**src/rtl/reset_sequencer.sv**
```systemverilog
// rtl/reset_sequencer.sv - clock-manager reset and lock-qualification sequencer
module reset_sequencer #(
    parameter int DCM_RESET_CYCLES    = 4,
    parameter int LOCK_STABLE_CYCLES  = 16,
    parameter int LOCK_TIMEOUT_CYCLES = 1024,
    parameter int MAX_RETRIES         = 3
) (
    input  logic       clock,
    input  logic       reset,
    input  logic       locked,
    output logic       dcm_reset,
    output logic       system_reset,
    output logic       ready,
    output logic       fault,
    output logic [1:0] retry_count
);

    // One counter serves every timed state, so it is sized for the longest interval.
    localparam int MAX_AB  = (DCM_RESET_CYCLES > LOCK_STABLE_CYCLES) ? DCM_RESET_CYCLES
                                                                     : LOCK_STABLE_CYCLES;
    localparam int MAX_CNT = (MAX_AB > LOCK_TIMEOUT_CYCLES) ? MAX_AB : LOCK_TIMEOUT_CYCLES;
    localparam int CNT_W   = $clog2(MAX_CNT + 1);

    localparam logic [CNT_W-1:0] DCM_LAST     = CNT_W'(DCM_RESET_CYCLES - 1);
    localparam logic [CNT_W-1:0] STABLE_LAST  = CNT_W'(LOCK_STABLE_CYCLES - 1);
    localparam logic [CNT_W-1:0] TIMEOUT_LAST = CNT_W'(LOCK_TIMEOUT_CYCLES - 1);
    localparam logic [1:0]       RETRY_MAX    = 2'(MAX_RETRIES);

    typedef enum logic [2:0] {
        RESET_DCM,
        WAIT_LOCK,
        STABILIZE,
        RUN,
        FAULT
    } state_t;

    state_t           state_q, state_d;
    logic [CNT_W-1:0] cnt_q, cnt_d;
    logic [1:0]       retry_q, retry_d;
    logic             locked_meta_q;
    logic             locked_sync;
    logic             dcm_reset_q;
    logic             system_reset_q;
    logic             ready_q;
    logic             fault_q;

    // Two-flop synchronizer: locked comes from the clock manager with no phase relation.
    always_ff @(posedge clock) begin
        if (reset) begin
            locked_meta_q <= 1'b0;
            locked_sync   <= 1'b0;
        end else begin
            locked_meta_q <= locked;
            locked_sync   <= locked_meta_q;
        end
    end

    // Next-state, shared counter and retry bookkeeping.
    always_comb begin
        state_d = state_q;
        cnt_d   = cnt_q;
        retry_d = retry_q;
        case (state_q)
            RESET_DCM: begin
                // Lock reports during the reset pulse are meaningless and ignored.
                if (cnt_q == DCM_LAST) begin
                    state_d = WAIT_LOCK;
                    cnt_d   = '0;
                end else begin
                    cnt_d = cnt_q + CNT_W'(1);
                end
            end
            WAIT_LOCK: begin
                if (locked_sync) begin
                    state_d = STABILIZE;
                    cnt_d   = '0;
                end else if (cnt_q == TIMEOUT_LAST) begin
                    cnt_d = '0;
                    if (retry_q < RETRY_MAX) begin
                        retry_d = retry_q + 2'd1;
                        state_d = RESET_DCM;
                    end else begin
                        state_d = FAULT;
                    end
                end else begin
                    cnt_d = cnt_q + CNT_W'(1);
                end
            end
            STABILIZE: begin
                // Any dropout restarts qualification without spending a retry.
                if (!locked_sync) begin
                    state_d = WAIT_LOCK;
                    cnt_d   = '0;
                end else if (cnt_q == STABLE_LAST) begin
                    state_d = RUN;
                    cnt_d   = '0;
                end else begin
                    cnt_d = cnt_q + CNT_W'(1);
                end
            end
            RUN: begin
                // Lock loss after release is a fresh sequence, so the retry budget refills.
                if (!locked_sync) begin
                    state_d = RESET_DCM;
                    cnt_d   = '0;
                    retry_d = '0;
                end
            end
            FAULT: begin
                state_d = FAULT;
            end
            default: begin
                state_d = RESET_DCM;
                cnt_d   = '0;
                retry_d = '0;
            end
        endcase
    end

    // State register plus outputs registered from the next state so they track the state exactly.
    always_ff @(posedge clock) begin
        if (reset) begin
            state_q        <= RESET_DCM;
            cnt_q          <= '0;
            retry_q        <= '0;
            dcm_reset_q    <= 1'b1;
            system_reset_q <= 1'b1;
            ready_q        <= 1'b0;
            fault_q        <= 1'b0;
        end else begin
            state_q        <= state_d;
            cnt_q          <= cnt_d;
            retry_q        <= retry_d;
            dcm_reset_q    <= (state_d == RESET_DCM);
            system_reset_q <= (state_d != RUN);
            ready_q        <= (state_d == RUN);
            fault_q        <= (state_d == FAULT);
        end
    end

    assign dcm_reset    = dcm_reset_q;
    assign system_reset = system_reset_q;
    assign ready        = ready_q;
    assign fault        = fault_q;
    assign retry_count  = retry_q;

endmodule

```
**config.mk**
```make
export PLATFORM = sky130hd
export DESIGN_NAME = reset_sequencer
export DESIGN_NICKNAME = d
export VERILOG_FILES = /design/src/rtl/reset_sequencer.sv
export SDC_FILE = /design/constraint.sdc
export NUM_CORES = 1
export LEC_CHECK = 0
export ABC_AREA = 1
export CELL_PAD_IN_SITES_DETAIL_PLACEMENT = 1
export CELL_PAD_IN_SITES_GLOBAL_PLACEMENT = 1
export CORE_ASPECT_RATIO = 1.5
export CORE_MARGIN = 2
export CORE_UTILIZATION = 39
export CTS_CLUSTER_SIZE = 14
export DETAILED_ROUTE_END_ITERATION = 7
export DONT_BUFFER_PORTS = 1
export PLACE_DENSITY = 0.76
export SETUP_SLACK_MARGIN = 0.3
export SYNTH_ARGS = -nofsm -noshare
export SYNTH_HDL_FRONTEND = slang
export SYNTH_SLANG_ARGS = --single-unit
```
**constraint.sdc**
```tcl
create_clock -name clock -period 4.3 [get_ports clock]
set_input_delay 0.86 -clock clock [delete_from_list [all_inputs] [get_ports clock]]
set_output_delay 0.86 -clock clock [all_outputs]
set_load 0.02 [all_outputs]
```
== Word level (Yosys, flattened, before mapping) ==
Index checks and enable logic that the tools add are counted.
Word-level totals
  flip-flop bits (word level): 22
  input bits: 3
  output and inout port bits: 6
  word-level logic and storage cells: 53
Operators by class
  add/sub/neg operators: 2
  order comparisons: 1
  equal/unequal tests: 14
  muxes and demuxes: 20
  bitwise gates (word level): 2
  reductions and logical operators: 5
Operators with widths (number)
  11-bit two-way mux: 6
  11-bit one-hot mux with 5 select lines: 1
  3-bit two-way mux: 7
  3-bit one-hot mux with 5 select lines: 1
  11-bit by 1-bit adder with 11-bit output (second input constant): 1
  11-bit by 10-bit == test with 1-bit output (second input constant): 1
  11-bit by 2-bit == test with 1-bit output (second input constant): 1
  11-bit by 4-bit == test with 1-bit output (second input constant): 1
  3-bit by 2-bit == test with 1-bit output (second input constant): 3
  2-bit two-way mux: 4
  2-bit != test (second input constant): 4
  3-bit == test (second input constant): 2
  3-bit logical NOT: 2
  2-bit one-hot mux with 3 select lines: 1
  5-bit AND reduction: 1
  3-bit by 1-bit == test with 1-bit output (second input constant): 1
  3-bit by 2-bit != test with 1-bit output (second input constant): 1
  3-bit OR reduction: 1
  2-bit by 1-bit adder with 2-bit output (second input constant): 1
  2-bit less-than comparator (second input constant): 1
  1-bit NOT: 2
  2-bit AND reduction: 1

== Longest topological paths before layout ==
Gate-level depths: netlist (run 1).
  depth after elaboration: 6
  gate-level depth with buffers: 10
  gate-level depth less buffers: 10

== Worst setup path before layout (run 1) ==
OpenSTA, ideal clock, no wires.
  path type: register to register
  start: reg cnt_q[0]
  end: reg cnt_q[2]
  library setup time: 0.109 ns
  data arrival time: 1.352 ns
  data required time: 4.191 ns
  path slack: 2.840 ns
  cell stages (with the launch flop): 9
  path buffers: 0
  clock period less this slack: 1.460 ns
  cells stage by stage: dfxtp_1 ha_1 nor3b_1 nand3_1 nand2_2 nand3_4 a21o_1 nand2_1 inv_1
Between the ends
  word-level cells in the longest chain between the ends: 4
  elaborated cells on any way between the ends: 10
  those cells by class: add/sub: 1; eq/ne: 3; mux: 6
Ends and longest elaborated chain
  start: declaration: RTL line 38  | logic [CNT_W-1:0] cnt_q, cnt_d;
  start signal: assignment: RTL line 132  | cnt_q <= cnt_d;
  11-bit by 1-bit adder with 11-bit output (tied with other cells): RTL line 70, 86, 98
  11-bit two-way mux, on equally long branches: RTL line 94, 77
  11-bit two-way mux, on equally long branches: RTL line 91, 74
  11-bit one-hot mux with 5 select lines *: RTL line 63  | case (state_q)
Mark *: on every way between the ends. The rest lies on a longest branch, timed or not.
A chain may end at the register's enable or synchronous reset.

== Worst setup path after layout (run 1) ==
Ends and elaborated chain as after synthesis.

==> results.py, run 1 <==
metrics = {
    "critical_path": {
        "crit_type": "reg -> reg",
        "critPathBufInv": 1,
        "arrival_ns": 1.82,
        "worst_path_dominant_cell_family": "simple AND/OR/NAND/NOR gates",
        "cp_slowest_cell": "dfxtp_1",
        "crit_path_start": "cnt_q[0]$_SDFFE_PP0P_",
        "required_ns": 4.47,
        "r2r-start": "cnt_q[0]$_SDFFE_PP0P_",
        "start_kind": "flip-flop",
        "end_kind": "flip-flop",
        "crit_path_max_incr_delay_ns": 0.38,
        "worstPathCellList": "ha_1 > nor3b_1 > nand3_1 > nand2_2 > nand3_4 > a21o_1 > nand2_1 > inv_1",
        "cp_max_fo": 6,
    },
    "timing": {
        "hold_violations": 0,
        "skew_ns": 0.00445,
        "finalWorstSetupSlack_ns": 2.65,
        "finalCriticalPeriod_ns": 1.65,
        "clock.fmax_mhz": 605,
        "drv_slew": 0,
        "fin_setup_tns_ns": 0,
        "worst_pin_slew_ns": 0.396,
        "finalSetupViolCount": 0,
        "post-route-period-util_pct": 38.4,
        "slew_headroom_pct": 73.6,
        "whs_ns": 0.411,
        "grt_setup_unrepaired": "no",
    },
    "finish": {
        "diodes": 0,
        "stdcell_count": 219,
        "drive_above_1_share_pct": 18.4,
        "fin_area_um2": 1380,
        "nets": 185,
        "multi_input_area_um2": 714,
        "syn2layout_area_growth_pct": 6.67,
        "seq_area_um2": 440,
        "final_util_pct": 43.7,
        "fillers": 419,
    },
    "global_routing": {
        "grt_pass1_wl_um": 5080,
        "grt_usage_pct": 18.2,
        "grt_pass1_vias": 1114,
        "grt_max_degree": 13,
        "antenna_found_initial": 0,
        "overflow": 0,
    },
    "cts": {
        "cts_tree": "yes",
        "cts_buffers": 3,
        "clockRootBuffer": "clkbuf_8",
        "ctsHoldBuffers": 0,
        "htreeDepth": 1,
        "clkLatencyLatePin_ns": 0.27,
        "cts.path.max_buffers": 2,
        "cts_resized": 0,
        "clkTransAtPathRegs_ns": 0.08,
        "cts_setup_buffers": 0,
        "cts.sink_count": 22,
    },
    "hold_path": {
        "hold_path.startpoint": "locked_meta_q$_SDFF_PP0_",
        "hold_class": "reg -> reg",
    },
    "pwr": {
        "p_per_area_nw_per_um2": 320,
        "finalPower_mw": 0.442,
        "p_leak_nw": 0.616,
        "peakVddDrop_mv": 0.163,
    },
    "logic_synthesis": {
        "syn_area_um2": 1290,
        "synthMostInstantiatedCell": "nand2_1",
        "synth.avg_cell_area_um2": 7.31,
        "yosysWarnings": 0,
        "synthCells": 177,
        "synth_top_area_share_pct": 34.0,
        "synth_top_cell_by_area": "dfxtp_1",
        "synth_nets": 182,
        "synth-edff-count": 0,
        "ys_types": 31,
        "synth.area.top_cells": "dfxtp_1 (34%), nand2_1 (12%), inv_1 (8.4%), nand3_1 (5.0%), nor2_1 (4.9%)",
        "synth_flop_cell": "dfxtp_1",
        "ys_top_cells_by_count": "nand2_1 (40), inv_1 (29), dfxtp_1 (22)",
        "yosysSeqAreaShare_pct": 34.0,
        "ys_ff_latch": 22,
        "async_flop_share_pct": 0,
    },
    "drt": {
        "antenna_left": 0,
        "wl_per_cell_um": 13.5,
        "drc": 0,
        "routed_wl_um": 2960,
        "drtPass1Iterations": 3,
        "dr_total_vias": 1106,
        "initialDrtViolationCount": 16,
        "viasPerCell": 5.05,
    },
    "place": {
        "place.gp.congestion": 0.790,
        "place_area_um2": 1330,
        "place_hpwl_um": 2450,
        "place_inst": 215,
        "io_buffers": 0,
        "place_worst_setup_slack_ns": 2.67,
    },
    "run": {
        "maxCapViolations": 0,
    },
    "outcome": {
        "status": "finished clean",
    },
    "die": {
        "coreArea_um2": 3160,
        "fp-row-count": 25,
        "die-area_um2": 3800,
        "die-width_um": 51.0,
        "start_util_pct": 41.0,
        "io_pins": 9,
        "die_h_um": 74.5,
    },
}
[logic make-up after synthesis]
kind of cell    after synthesis  share of synthesized area (%)
fa+ha+maj                     2                           1.93
simple gates                 98                           41.2
buf+inv                      34                           10.7
compound gates               20                           11.4
flops                        22                           34.0
xor+xnor                      1                          0.677
[flip-flops by register name, indices dropped and copies added, names as in the netlist]
name / count
dcm_reset: 1
locked_meta_q: 1
state_q: 3
locked_sync: 1
system_reset: 1
cnt_q: 11
ready: 1
retry_count: 2
fault: 1
[layout by cell type, fill, tap and decap left out, drive strengths merged, types with 2 or more instances in the layout]
master | netlist | final
clkbuf | 0 | 4
inv | 32 | 32
nand2 | 45 | 45
dfxtp | 22 | 22
nand3 | 18 | 18
a21oi | 10 | 10
nor3 | 5 | 5
nor2 | 24 | 24
nand4 | 4 | 4
o21ai | 7 | 7
ha | 2 | 2
[cell type report]
cell class	count	share of cell area, %
flip-flops and latches	22	31.9
clock buffers	4	3.99
multi-input cells	121	51.8
inverters	32	8.70
well taps	40	3.63
[worst reg2reg max path, delay by kind of cell, from the launching register on]
family | cells | cell delay (ns)
buf+inv | 1 | 0.05
fa+ha+maj | 1 | 0.22
flops | 1 | 0.38
simple gates | 5 | 0.72
compound gates | 1 | 0.17
[worst paths after layout]
path	cells past startpoint	slack (ns)	to
worst max-delay path	8	2.65	cnt_q[2]$_SDFFE_PP0P_
worst min-delay path	2	0.41	locked_sync$_SDFF_PP0_
worst max register to register	8	2.65	cnt_q[2]$_SDFFE_PP0P_
worst min register to register	2	0.41	locked_sync$_SDFF_PP0_
[where the power goes]
part	switching (mW)	internal, mW	leakage (nW)
registers	0.0134	0.213	0.178
clock network	0.0692	0.0818	0.0288
logic	0.0386	0.0257	0.409
[routing by layer]
| metal | wire [um] | track usage, % | vias to the layer above |
|---|---|---|---|
| li1 | - | - | 569 |
| met1 | 1190 | 18.4 | 528 |
| met2 | 1690 | 36.8 | 5 |
| met3 | 24 | 1.20 | 4 |
| met4 | 45 | 8.11 | 0 |
| met5 | 0 | 0 | - |
(Power assumes the default switching activity.)
==> run 2: changes to the inputs <==
--- a/config.mk
+++ b/config.mk
@@ -14,7 +14,7 @@
 export CTS_CLUSTER_SIZE = 14
 export DETAILED_ROUTE_END_ITERATION = 7
 export DONT_BUFFER_PORTS = 1
-export PLACE_DENSITY = 0.76
+export PLACE_DENSITY = 0.79
 export SETUP_SLACK_MARGIN = 0.3
 export SYNTH_ARGS = -nofsm -noshare
 export SYNTH_HDL_FRONTEND = slang
==> constraint.sdc (replaced) <==
create_clock -name clock -period 1.5 [get_ports clock]
set_input_delay 0.3 -clock clock [delete_from_list [all_inputs] [get_ports clock]]
set_output_delay 0.3 -clock clock [all_outputs]
set_load 0.02 [all_outputs]
==> run 2 against run 1 <==
The run now ends with negative setup slack left. Flip-flop and latch count unchanged. Design area increased by 23%. Register-to-register slack got worse by 2.8 ns. Fmax increased by 2.4%. Die area unchanged. Global-route usage increased by 3.0 points. Critical endpoint is now dcm_reset$_SDFF_PP1_. Largest cell class unchanged.
==> results.py, run 2 (synthesis gave the netlist of run 1 again) <==
metrics = {
    "drt": {
        "drtPass1Iterations": 4,
        "dr_total_vias": 1284,
        "viasPerCell": 5.33,
        "routed_wl_um": 4160,
        "antenna_left": 0,
        "wl_per_cell_um": 17.3,
        "drc": 0,
        "initialDrtViolationCount": 43,
    },
    "timing": {
        "whs_ns": 0.0752,
        "slew_headroom_pct": 71.3,
        "clock.fmax_mhz": 619,
        "hold_violations": 0,
        "post-route-period-util_pct": 108,
        "worst_pin_slew_ns": 0.429,
        "finalSetupViolCount": 11,
        "fin_setup_tns_ns": -0.564,
        "drv_slew": 0,
        "skew_ns": 0.00681,
        "grt_setup_unrepaired": "yes",
        "finalCriticalPeriod_ns": 1.61,
        "finalWorstSetupSlack_ns": -0.114,
    },
    "place": {
        "place.gp.congestion": 0.826,
        "place_inst": 228,
        "place_worst_setup_slack_ns": -0.0899,
        "place_hpwl_um": 2800,
        "io_buffers": 0,
        "place_area_um2": 1460,
    },
    "critical_path": {
        "reg2reg_slack_ns": -0.11,
        "r2r_end": "dcm_reset$_SDFF_PP1_",
        "crit_path_start": "cnt_q[1]$_SDFFE_PP0P_",
        "worst_path_dominant_cell_family": "simple AND/OR/NAND/NOR gates",
        "r2r-start": "cnt_q[1]$_SDFFE_PP0P_",
        "r2r_cells": 10,
        "required_ns": 1.68,
        "worstPathCellList": "ha_4 > nand2_4 > nor2_4 > nand2_2 > nor2_2 > nand3_1 > o21ai_2 > nand2_2 > nand2_2 > nor2_2",
        "critical_path.endpoint": "dcm_reset$_SDFF_PP1_",
        "cpMostUsedCell": "nand2_2",
        "cp_slowest_cell": "dfxtp_2",
        "crit_type": "reg -> reg",
        "critPathBufInv": 0,
        "crit_path_max_incr_delay_ns": 0.36,
        "cp.depth": 10,
        "cp_max_fo": 5,
        "arrival_ns": 1.80,
        "start_kind": "flip-flop",
        "end_kind": "flip-flop",
    },
    "cts": {
        "clkTransAtPathRegs_ns": 0.09,
        "clockRootBuffer": "clkbuf_8",
        "cts_buffers": 3,
        "htreeDepth": 1,
        "cts.sink_count": 22,
        "ctsHoldBuffers": 0,
        "clkLatencyLatePin_ns": 0.28,
        "cts_tree": "yes",
        "cts.path.max_buffers": 2,
    },
    "finish": {
        "top_register": "cnt_q",
        "final_common_cell": "nand2_1",
        "final_util_pct": 53.7,
        "fin_area_um2": 1700,
        "syn2layout_area_growth_pct": 31.2,
        "drive_above_1_share_pct": 42.3,
        "largest_reg_flops": 11,
        "stdcell_count": 241,
        "diodes": 0,
        "nets": 207,
        "final_cell_mix": "nand2_1 (31), inv_1 (27), buf_4 (20), dfxtp_1 (17), nor2_1 (15)",
    },
    "die": {
        "die_h_um": 74.5,
        "die-width_um": 51.0,
        "io_pins": 9,
        "coreArea_um2": 3160,
        "start_util_pct": 41.0,
        "die-area_um2": 3800,
        "fp-row-count": 25,
    },
    "pwr": {
        "p_per_area_nw_per_um2": 894,
        "p_sw_mw": 0.417,
        "clock_power_share_pct": 38.4,
        "p_sw_share_pct": 27.5,
        "internal_power_mw": 1.10,
        "peakVddDrop_mv": 0.558,
        "p_seq_share_pct": 42.6,
        "finalPower_mw": 1.52,
        "combPwrFrac_pct": 19.0,
        "p_leak_nw": 0.782,
    },
    "global_routing": {
        "grt_pass1_wl_um": 5930,
        "antenna_found_initial": 0,
        "overflow": 0,
        "grt_pass1_vias": 1309,
        "grt_max_degree": 14,
        "grt_usage_pct": 21.2,
    },
    "outcome": {
        "status": "finished with violations",
        "violations": "negative setup slack",
    },
    "run": {
        "maxCapViolations": 0,
    },
    "hold_path": {
        "hold_class": "in -> reg",
    },
}
## run 2: timing repair
| item | in CTS | in global routing |
|---|---|---|
| resized for setup | 12 | 15 |
| pin swaps | 12 | 12 |
| setup endpoints to repair | 19 | 19 |
| buffers inserted | 3 | 6 |
## run 2: how the worst min path moves through the flow
stage,startpoint,endpoint,slack [ns],depth (start not counted)
after floorplan,reset,cnt_q[7]$_SDFFE_PP0P_,0.37,1
after global placement,reset,locked_meta_q$_SDFF_PP0_,0.37,1
after detailed placement,reset,locked_sync$_SDFF_PP0_,0.38,1
after CTS,reset,locked_sync$_SDFF_PP0_,0.09,1
after global routing,reset,locked_sync$_SDFF_PP0_,0.07,1
final,reset,locked_sync$_SDFF_PP0_,0.08,1
## run 2: layer usage
layer	vias up	part of all wire (%)	global-route usage (%)
li1	606	-	-
met1	637	35	19.3
met2	28	58	44.7
met3	13	2.7	2.41
met4	0	3.8	9.61
met5	-	0	0
## run 2: power groups by stage
stage                     Sequential (mW)  Combinational [mW]  Clock, mW
after floorplan                     0.664               0.164          0
after CTS                           0.647               0.257      0.581
after global placement              0.657               0.222          0
final                               0.647               0.288      0.582
after global routing                0.650               0.318      0.604
after detailed placement            0.659               0.232          0
## run 2: worst register-to-register path: stages, from the launching register on
cell and delay, ns:
dfxtp_2 0.36, ha_4 0.16, nand2_4 0.05, nor2_4 0.21
nand2_2 0.13, nor2_2 0.16, nand3_1 0.11, o21ai_2 0.13
nand2_2 0.09, nand2_2 0.10, nor2_2 0.03
## run 2: cell type report
class                           count  area (um^2)
Fill cell                         400         1460
Multi-Input combinational cell    121          828
Sequential cell                    22          447
Timing Repair Buffer               22          181
Inverter                           32          120
Tap cell                           40         50.0
Clock buffer                        3         41.3
Clock inverter                      1         30.0
==> run 3: changes to the inputs <==
--- a/config.mk
+++ b/config.mk
@@ -10,11 +10,10 @@
 export CELL_PAD_IN_SITES_GLOBAL_PLACEMENT = 1
 export CORE_ASPECT_RATIO = 1.5
 export CORE_MARGIN = 2
-export CORE_UTILIZATION = 39
-export CTS_CLUSTER_SIZE = 14
+export CORE_UTILIZATION = 40
 export DETAILED_ROUTE_END_ITERATION = 7
 export DONT_BUFFER_PORTS = 1
-export PLACE_DENSITY = 0.79
+export PLACE_DENSITY = 0.8
 export SETUP_SLACK_MARGIN = 0.3
 export SYNTH_ARGS = -nofsm -noshare
 export SYNTH_HDL_FRONTEND = slang
==> run 3 against run 2 <==
Fmax increased by 5.7%. Sequential share of layout area increased by 1.1 points. The flow still finishes with violations (negative setup slack). Via count decreased by 3.0%. Total power decreased by 3.3%. Global-route usage decreased by 0.10 points. Critical endpoint is now cnt_q[2]$_SDFFE_PP0P_. Sequential power about the same.
==> results.py, run 3 (synthesis gave the netlist of run 1 again) <==
metrics = {
    "outcome": {
        "status": "finished with violations",
        "violations": "negative setup slack",
    },
    "timing": {
        "worst_pin_slew_ns": 0.440,
        "post-route-period-util_pct": 102,
        "grt_setup_unrepaired": "yes",
        "finalWorstSetupSlack_ns": -0.0280,
        "finalSetupViolCount": 5,
        "skew_ns": 0.00522,
        "clock.fmax_mhz": 654,
        "finalCriticalPeriod_ns": 1.53,
        "drv_slew": 0,
        "slew_headroom_pct": 70.6,
        "hold_violations": 0,
    },
    "cts": {
        "clkLatencyLatePin_ns": 0.26,
        "ctsHoldBuffers": 0,
        "cts_buffers": 3,
        "clockRootBuffer": "clkbuf_8",
        "htreeDepth": 1,
        "cts.sink_count": 22,
        "cts.path.max_buffers": 2,
        "cts_tree": "yes",
        "clkTransAtPathRegs_ns": 0.08,
    },
    "critical_path": {
        "r2r-start": "cnt_q[1]$_SDFFE_PP0P_",
        "cp_max_fo": 6,
        "r2r_cells": 9,
        "crit_type": "reg -> reg",
        "r2r_end": "cnt_q[2]$_SDFFE_PP0P_",
        "required_ns": 1.66,
        "start_kind": "flip-flop",
        "arrival_ns": 1.69,
        "end_kind": "flip-flop",
        "reg2reg_slack_ns": -0.03,
    },
    "die": {
        "coreArea_um2": 3130,
        "die-width_um": 50.4,
        "start_util_pct": 41.4,
        "io_pins": 9,
        "fp-row-count": 25,
        "die_h_um": 73.7,
        "die-area_um2": 3710,
    },
    "finish": {
        "final_cell_mix": "nand2_1 (33), inv_1 (26), dfxtp_1 (18), buf_4 (17), nor2_1 (14)",
        "nets": 202,
        "largest_reg_flops": 11,
        "diodes": 0,
        "drive_above_1_share_pct": 38.8,
        "seq_area_um2": 445,
        "syn2layout_area_growth_pct": 25.8,
        "multi_input_area_um2": 811,
        "final_common_cell": "nand2_1",
        "fillers": 396,
        "top_register": "cnt_q",
        "final_util_pct": 52.0,
    },
    "drt": {
        "drtPass1Iterations": 4,
        "dr_total_vias": 1246,
        "viasPerCell": 5.28,
        "routed_wl_um": 3730,
        "drc": 0,
        "antenna_left": 0,
        "initialDrtViolationCount": 22,
        "wl_per_cell_um": 15.8,
    },
    "pwr": {
        "p_leak_nw": 0.727,
        "p_per_area_nw_per_um2": 901,
        "finalPower_mw": 1.47,
        "peakVddDrop_mv": 0.600,
    },
    "place": {
        "place_hpwl_um": 2720,
        "place.gp.congestion": 0.892,
        "io_buffers": 0,
    },
    "run": {
        "maxCapViolations": 0,
    },
    "hold_path": {
        "holdPathEnd": "cnt_q[7]$_SDFFE_PP0P_",
        "hold_path.startpoint": "reset",
        "hold_class": "in -> reg",
        "hold_path_depth": 1,
    },
    "global_routing": {
        "overflow": 0,
        "antenna_found_initial": 0,
        "grt_max_degree": 14,
        "grt_pass1_wl_um": 5890,
        "grt_pass1_vias": 1321,
        "grt_usage_pct": 21.1,
    },
}
[run 3: changes by cell type in the layout (fill, tap and decap cells not counted), sizes merged]
cell / before / now
buf: 22 / 17
[run 3: worst max path at each step]
stage,start,slack (ns),endpoint,cells past startpoint
after floorplan,cnt_q[1]$_SDFFE_PP0P_,0.10,dcm_reset$_SDFF_PP1_,10
after global placement,cnt_q[1]$_SDFFE_PP0P_,-0.02,dcm_reset$_SDFF_PP1_,10
after detailed placement,cnt_q[1]$_SDFFE_PP0P_,-0.08,dcm_reset$_SDFF_PP1_,10
after CTS,cnt_q[1]$_SDFFE_PP0P_,0.004,dcm_reset$_SDFF_PP1_,10
after global routing,cnt_q[1]$_SDFFE_PP0P_,-0.14,cnt_q[9]$_SDFFE_PP0P_,10
final,cnt_q[1]$_SDFFE_PP0P_,-0.03,cnt_q[2]$_SDFFE_PP0P_,9
[run 3: per-layer routing]
metal	up-vias	global-route usage (%)	wire length, um
li1	604	-	-
met3	12	2.85	81
met2	22	42.1	2110
met1	608	21.0	1430
met4	0	9.31	108
met5	-	0	0
[run 3: final cells by class]
cell class / instances / area share [%]
multi-input combinational: 121 / 49.8
clock buffer: 3 / 2.54
timing repair buffer: 17 / 7.84
inverter: 32 / 7.53
sequential: 22 / 27.4
clock inverter: 1 / 1.84
tap: 40 / 3.07
[run 3: worst max-delay path, stage by stage, from the launching register on]
cell and delay [ns]:
dfxtp_2 0.36, ha_4 0.15, nand2_2 0.06, nor2_4 0.20, nand3_2 0.13, nand3_4 0.12, nand3_4 0.13, a21o_1 0.18
nand2_1 0.05, inv_1 0.05
[run 3: metrics by stage]
step	hold slack (ns)	area [um^2]	setup TNS, ns	setup slack (ns)	std cells
5_1_grt	0.0829	1630	-1.17	-0.143	236
3_3_place_gp	0.373	1450	-0.0209	-0.0209	227
6_report	0.0922	1630	-0.0875	-0.0280	236
2_1_floorplan	0.369	1330	0	0.102	177
4_1_cts	0.0882	1590	0	0.00364	234
3_5_place_dp	0.375	1450	-0.260	-0.0816	227
[run 3: where the power goes]
| part | leakage, nW | total (mW) | switching, mW | internal, mW |
|---|---|---|---|---|
| clock | 0.0357 | 0.554 | 0.197 | 0.356 |
| sequential | 0.180 | 0.644 | 0.0298 | 0.614 |
| combinational | 0.512 | 0.270 | 0.154 | 0.116 |
| total | 0.727 | 1.47 | 0.381 | 1.09 |
[run 3: timing repair]
action	in CTS	in global routing
setup endpoints to repair	19	19
pin swaps	8	6
gates resized for setup	11	12
gates cloned	0	0
endpoints found under the hold margin	0	0
buffers inserted	3	2
